--- src/rtl/ff_excitation_driver.sv ---
// Excitation engine and self-checker for a bank of external SR/JK/D/T flip-flops.
// Optional FF_ERR_COUNT_EN adds a saturating mismatch counter (err_count) with synchronous clear (err_clr).
module ff_excitation_driver #(
    parameter int WIDTH = 4,
    parameter int CNT_W = 8
) (
    input  logic             clk,
    input  logic             rst,
    input  logic [1:0]       mode,
    input  logic [WIDTH-1:0] tgt,
    input  logic             in_valid,
    output logic             in_ready,
    input  logic [WIDTH-1:0] q_fb,
    output logic [WIDTH-1:0] exc_a,
    output logic [WIDTH-1:0] exc_b,
    output logic             done,
    output logic             mismatch,
    output logic [WIDTH-1:0] mismatch_bits
`ifdef FF_ERR_COUNT_EN
    ,
    input  logic             err_clr,
    output logic [CNT_W-1:0] err_count
`endif
);

    typedef enum logic [1:0] {
        FF_SR = 2'b00,
        FF_JK = 2'b01,
        FF_D  = 2'b10,
        FF_T  = 2'b11
    } ff_type_e;

    typedef enum logic [1:0] {
        S_IDLE  = 2'b00,
        S_APPLY = 2'b01,
        S_CHECK = 2'b10
    } state_e;

    if (WIDTH < 1 || CNT_W < 1) begin : g_bad_params
        $error("WIDTH and CNT_W must both be at least 1");
    end

    state_e           r_state;
    state_e           w_state_next;
    ff_type_e         r_mode;
    logic [WIDTH-1:0] r_tgt;
    logic [WIDTH-1:0] r_exc_a;
    logic [WIDTH-1:0] r_exc_b;
    logic             r_done;
    logic             r_mismatch;
    logic [WIDTH-1:0] r_mm_bits;

    logic             w_accept;
    logic [WIDTH-1:0] w_exc_a_next;
    logic [WIDTH-1:0] w_exc_b_next;
    logic [WIDTH-1:0] w_mm_bits;
    logic             w_check_end;

    // NOTE: every signal written in always_comb gets a default first so no path leaves it unassigned (no latch).
    always_comb begin
        w_state_next = r_state;
        w_accept     = 1'b0;
        in_ready     = 1'b0;
        unique case (r_state)
            S_IDLE: begin
                in_ready = 1'b1;
                if (in_valid) begin
                    w_accept     = 1'b1;
                    w_state_next = S_APPLY;
                end
            end
            S_APPLY: w_state_next = S_CHECK;
            S_CHECK: w_state_next = S_IDLE;
            default: w_state_next = S_IDLE;
        endcase
    end

    // Excitation from the live request; don't-care entries resolve to 0.
    always_comb begin
        w_exc_a_next = '0;
        w_exc_b_next = '0;
        unique case (ff_type_e'(mode))
            FF_SR, FF_JK: begin
                w_exc_a_next = ~q_fb & tgt;
                w_exc_b_next = q_fb & ~tgt;
            end
            FF_D:    w_exc_a_next = tgt;
            FF_T:    w_exc_a_next = q_fb ^ tgt;
            default: w_exc_a_next = '0;
        endcase
    end

    assign w_mm_bits   = q_fb ^ r_tgt;
    assign w_check_end = (r_state == S_CHECK);

    // NOTE: sequential state uses non-blocking assignments so all registers update from pre-edge values.
    always_ff @(posedge clk or posedge rst) begin
        if (rst) begin
            r_state    <= S_IDLE;
            r_mode     <= FF_SR;
            r_tgt      <= '0;
            r_exc_a    <= '0;
            r_exc_b    <= '0;
            r_done     <= 1'b0;
            r_mismatch <= 1'b0;
            r_mm_bits  <= '0;
        end else begin
            r_state <= w_state_next;
            r_done  <= w_check_end;
            if (w_accept) begin
                r_mode  <= ff_type_e'(mode);
                r_tgt   <= tgt;
                r_exc_a <= w_exc_a_next;
                r_exc_b <= w_exc_b_next;
            end
            if (w_check_end) begin
                r_mm_bits  <= w_mm_bits;
                r_mismatch <= |w_mm_bits;
            end
        end
    end

    // Outside APPLY the bank must hold: D mode feeds Q back, the others drive all-zero.
    always_comb begin
        exc_a = '0;
        exc_b = '0;
        if (r_state == S_APPLY) begin
            exc_a = r_exc_a;
            exc_b = r_exc_b;
        end else if (r_mode == FF_D) begin
            exc_a = q_fb;
        end
    end

    assign done          = r_done;
    assign mismatch      = r_mismatch;
    assign mismatch_bits = r_mm_bits;

`ifdef FF_ERR_COUNT_EN
    logic [CNT_W-1:0] r_err_count;

    always_ff @(posedge clk or posedge rst) begin
        if (rst) begin
            r_err_count <= '0;
        end else if (err_clr) begin
            r_err_count <= '0;
        end else if (w_check_end && (|w_mm_bits) && (r_err_count != {CNT_W{1'b1}})) begin
            r_err_count <= r_err_count + 1'b1;
        end
    end

    assign err_count = r_err_count;
`endif

endmodule

--- config.mk ---
export PLATFORM = sky130hd
export DESIGN_NAME = ff_excitation_driver
export DESIGN_NICKNAME = d
export VERILOG_FILES = /design/src/rtl/ff_excitation_driver.sv
export SDC_FILE = /design/constraint.sdc
export NUM_CORES = 1
export LEC_CHECK = 0
export ABC_CLOCK_PERIOD_IN_PS = 2150
export CORE_MARGIN = 2
export CORE_UTILIZATION = 52
export CTS_CLUSTER_SIZE = 25
export DETAILED_ROUTE_END_ITERATION = 8
export GPL_TIMING_DRIVEN = 0
export PLACE_DENSITY_LB_ADDON = 0.05
export SYNTH_ARGS = -nofsm -noshare
export SYNTH_HDL_FRONTEND = slang
export SYNTH_SLANG_ARGS = --single-unit
--- constraint.sdc ---
create_clock -name clk -period 2.15 [get_ports clk]
set_clock_uncertainty 0.1 [all_clocks]
set_input_delay 0.215 -clock clk [delete_from_list [all_inputs] [get_ports clk]]
set_output_delay 0.215 -clock clk [all_outputs]
set_load 0.1 [all_outputs]
## Word level (Yosys, flattened, before mapping)

Cells that the tools add are included.

| cells by class | value |
|---|---|
| $add $sub $neg | 0 |
| multipliers | 0 |
| divide/modulo/power cells | 0 |
| $lt $le $gt $ge | 0 |
| equality and inequality tests | 7 |
| shifts and indexed selects | 0 |
| muxes and demuxes | 10 |
| bitwise gates (word level) | 6 |
| reduce and logical (&&, ||, !) cells | 4 |

Operator list:

| kind | count |
|---|---|
| $mux W4 | 4 |
| $pmux W4 S3 | 1 |
| $and A4 B4 Y4 | 2 |
| $eq A2 B2 Y1 const B | 4 |
| $not A4 Y4 | 2 |
| $xor A4 B4 Y4 | 2 |
| $eq A2 B1 Y1 const B | 2 |
| $logic_not A2 Y1 | 2 |
| $pmux W2 S2 | 1 |
| $reduce_or A4 Y1 | 1 |
| $mux W1 | 3 |
| $mux W2 | 1 |
| $ne A2 B2 Y1 const B | 1 |
| $reduce_or A2 Y1 | 1 |

| word-level totals | value |
|---|---|
| register bits after elaboration | 22 |
| bits in latches | 0 |
| RAM bits | 0 |
| ROM bits | 0 |
| input port bits | 13 |
| output and inout port bits | 15 |
| word-level logic and storage cells | 35 |
| memories | 0 |

## Longest topological paths before layout

| logic depth | value |
|---|---|
| word-level depth | 3 |
| mapped depth | 6 |

## Least setup slack after synthesis

Ideal clock, no wire load.

| timing | value |
|---|---|
| path kind | reg2out |
| from | reg r_state[0] |
| to | out exc_a[0] |
| arrival | 1.663 ns |
| slack | 0.172 ns |
| stages on the path, launching flop included | 5 |
| buffers on the path | 1 |
| cells stage by stage | dfrtp_1 -> nor2b_1 -> buf_2 -> nor3b_2 -> a22o_1 |

| on the way | value |
|---|---|
| cells in the longest elaborated chain, start to end | 2 |

RTL lines:

| item | RTL line | source |
|---|---|---|
| start, declared | 43 | `state_e r_state;` |
| start signal, assigned | 108 | `r_state <= w_state_next;` |
| $eq A2 B1 Y1 | 127 | `if (r_state == S_APPLY) begin` |
| $mux W4 | 127 |  |
| end, declared | 14 | `output logic [WIDTH-1:0] exc_a,` |

No other way between the ends.

## Worst setup path after layout

| timing | value |
|---|---|
| from | reg r_done, in the netlist done |
| to | out done |

RTL lines:

| item | RTL line | source |
|---|---|---|
| start, declared | 49 | `logic r_done;` |
| start signal, assigned | 109 | `r_done <= w_check_end;` |
| end, declared | 16 | `output logic done,` |

No word-level cell between the ends.

==> impl_metrics.env <==
export IMPL_status="complete, no violations"
export IMPL_path_class="reg -> out"
export IMPL_diodes=0
export IMPL_drc=0
export IMPL_maxSlewViolCount=0
export IMPL_synth_warnings=0
export IMPL_crit_buf_inv=1
export IMPL_dieArea_sq_mm=0.00263
export IMPL_cts_sinks=22
export IMPL_syn_to_final_growth_pct=32.5
export IMPL_ys_seq_elements=22
export IMPL_drt_pre_antenna_iters=4
export IMPL_globalRouteTotalUtil=0.210
export IMPL_p_per_area_mw_per_mm2=1170
export IMPL_crit_slowest_cell="clkdlybuf4s50_1"
export IMPL_dr_total_vias=924
export IMPL_yosysSeqAreaShare=0.473
export IMPL_cts_clk_slew_worst_paths_ns=0.12
export IMPL_async_flop_share=1.00
export IMPL_avgRoutedWirePerCell_um=13.8
export IMPL_gr_total_overflow=0
export IMPL_regToRegSetupSlack_ns=0.69
export IMPL_cap_violations=0
export IMPL_synth_ff_type="dfrtp_1"
export IMPL_portBuffers=26
export IMPL_final_common_cell="nand2_1"
export IMPL_fmax_mhz=476
export IMPL_crit_path_max_incr_delay_ns=1.12
export IMPL_core_sq_mm=0.00217
export IMPL_vias_per_cell=5.16
export IMPL_io_pins=28
export IMPL_post_route_period_util=0.977
export IMPL_worstRegToRegCells=6
export IMPL_final_util=0.712
export IMPL_clock_latency_ns=0.32
export IMPL_post_place_cells=175
export IMPL_period_minus_slack_ns=2.10
export IMPL_min_path_cells=3
export IMPL_critPathCaptureType="primary output"
export IMPL_layout_cells_non_filler=179
export IMPL_grt_start_max_net_pins=23
export IMPL_initial_core_util=0.537
export IMPL_multi_input_area_sq_um=520
export IMPL_root_buffer="clkbuf_4"
export IMPL_cts_max_level=1
export IMPL_clock_path_buffers=2
export IMPL_cp_max_fo=1
export IMPL_grt_pass1_wl_um=4030
export IMPL_synth_edf_count=0
export IMPL_hpwlAfterDp_um=1740
export IMPL_relSlewSlack=0.354
export IMPL_ant_nets=0
export IMPL_cp_top_family="buffers and inverters"
export IMPL_wirelength_um=2470
export IMPL_regArea_sq_um=551
export IMPL_worst_pin_slew_ns=0.967
export IMPL_hold_violations=0
export IMPL_tns_ns=0
export IMPL_p_leak_uw=0.000801
export IMPL_syn_instance_count=121
export IMPL_crit_required_ns=1.84
export IMPL_worst_ep_arrival_time_ns=1.78
export IMPL_antenna_found_initial=0
export IMPL_placementRows=17
export IMPL_syn_area_sq_mm=0.00116
export IMPL_ir_worst_vdd_mv=0.756
export IMPL_numCtsBuffers=3
export IMPL_grt_setup_unrepaired="false"
export IMPL_die_width_um=51.3
export IMPL_die_h_um=51.3
export IMPL_cts_setup_buffers=0
export IMPL_cts_tree="yes"
export IMPL_synth_area_per_cell_sq_um=9.63
export IMPL_syn_nets=142
export IMPL_yosysUniqueCellTypes=24
export IMPL_finalSetupViolCount=0
export IMPL_hold_start="mode[0]"
export IMPL_nets=173
export IMPL_drtIter0Drc=5
export IMPL_drive_gt1_frac=0.119
export IMPL_worst_hold_path_type="in -> reg"
export IMPL_cp_start_kind="flop"
export IMPL_fillers=182
export IMPL_reg2reg_from="r_state[0]$_DFFE_PP0P_"
export IMPL_gp_congestion=0.802
export IMPL_layout_common_cells="nand2_1, dfrtp_1, clkdlybuf4s50_1"
export IMPL_grt_pass1_vias=909
export IMPL_holdPathEnd="r_mode[0]$_DFFE_PP0P_"
export IMPL_path_cells="clkdlybuf4s50_1"
export IMPL_rr_endpoint="r_exc_b[1]$_DFFE_PP0P_"
[report_power, final]
part	internal, uW	switching [uW]	total (uW)
registers	521	60.2	582
logic	273	717	990
clock network	104	129	233
total	898	906	1800
[stage by stage]
stage	power, uW	hold slack, ns	area (sq um)	setup slack [ns]
floorplan	1320	0.104	1160	0.172
global placement	1530	0.344	1460	-0.532
detailed placement	1550	0.349	1460	-0.545
CTS	1780	0.155	1500	-0.00533
global route	1880	0.197	1540	0.00465
finish	1800	0.160	1540	0.0501
[flip-flops by register name (all words and copies together) (netlist names)]
| name | count |
|---|---|
| done | 1 |
| r_state | 2 |
| mismatch_bits | 4 |
| r_tgt | 4 |
| r_exc_b | 4 |
| r_mode | 2 |
| mismatch | 1 |
| r_exc_a | 4 |
[cell usage after synthesis (all sizes together) (3+ instances only)]
library cell / count / share of area
inv: 10 / 0.032
a22o: 5 / 0.038
a31oi: 3 / 0.016
nor2: 6 / 0.019
o21ai: 8 / 0.034
dfrtp: 22 / 0.47
nand2b: 5 / 0.027
nand2: 25 / 0.081
clkbuf: 3 / 0.0097
xnor2: 4 / 0.030
o211ai: 4 / 0.026
buf: 4 / 0.037
and2: 4 / 0.021
nand3b: 4 / 0.026
ha: 8 / 0.086
[per-layer routing]
layer / routed length [um] / GRT usage
met2: 1270 / 0.385
met3: 82 / 0.0263
met1: 1080 / 0.248
met4: 37 / 0.0789
met5: 0 / 0
[worst max-delay path by stage]
stage | from | to | cells after the start
6_report | done$_DFF_PP0_ | done | 1
3_3_place_gp | r_state[0]$_DFFE_PP0P_ | exc_a[0] | 5
5_1_grt | r_state[0]$_DFFE_PP0P_ | exc_a[0] | 5
4_1_cts | r_state[1]$_DFFE_PP0P_ | exc_b[3] | 4
2_1_floorplan | r_state[0]$_DFFE_PP0P_ | exc_a[0] | 4
3_5_place_dp | r_state[0]$_DFFE_PP0P_ | exc_a[1] | 5
[kinds of logic after synthesis]
group,count (synthesis),synth area share
AND/OR/NAND/NOR,47,0.198
AO/OA/AOI/OAI,22,0.128
flip-flops,22,0.473
buffers and inverters,18,0.0859
adder cells (fa/ha/maj),8,0.0859
XOR/XNOR,4,0.0301
[repair_timing]
item                       4_1_cts  5_1_grt
hold buffers                     0        0
setup endpoints to repair        9       13
gates resized for setup         40       20
pin swaps                        0        4
[area by class of cell]
cell class,instances,area share
buffer,7,0.0389
sequential,22,0.357
tap,28,0.0227
timing repair buffer,26,0.191
multi-input combinational,81,0.337
inverter,11,0.0300
clock buffer,4,0.0235
No activity file was read; power rests on OpenSTA's default activity.
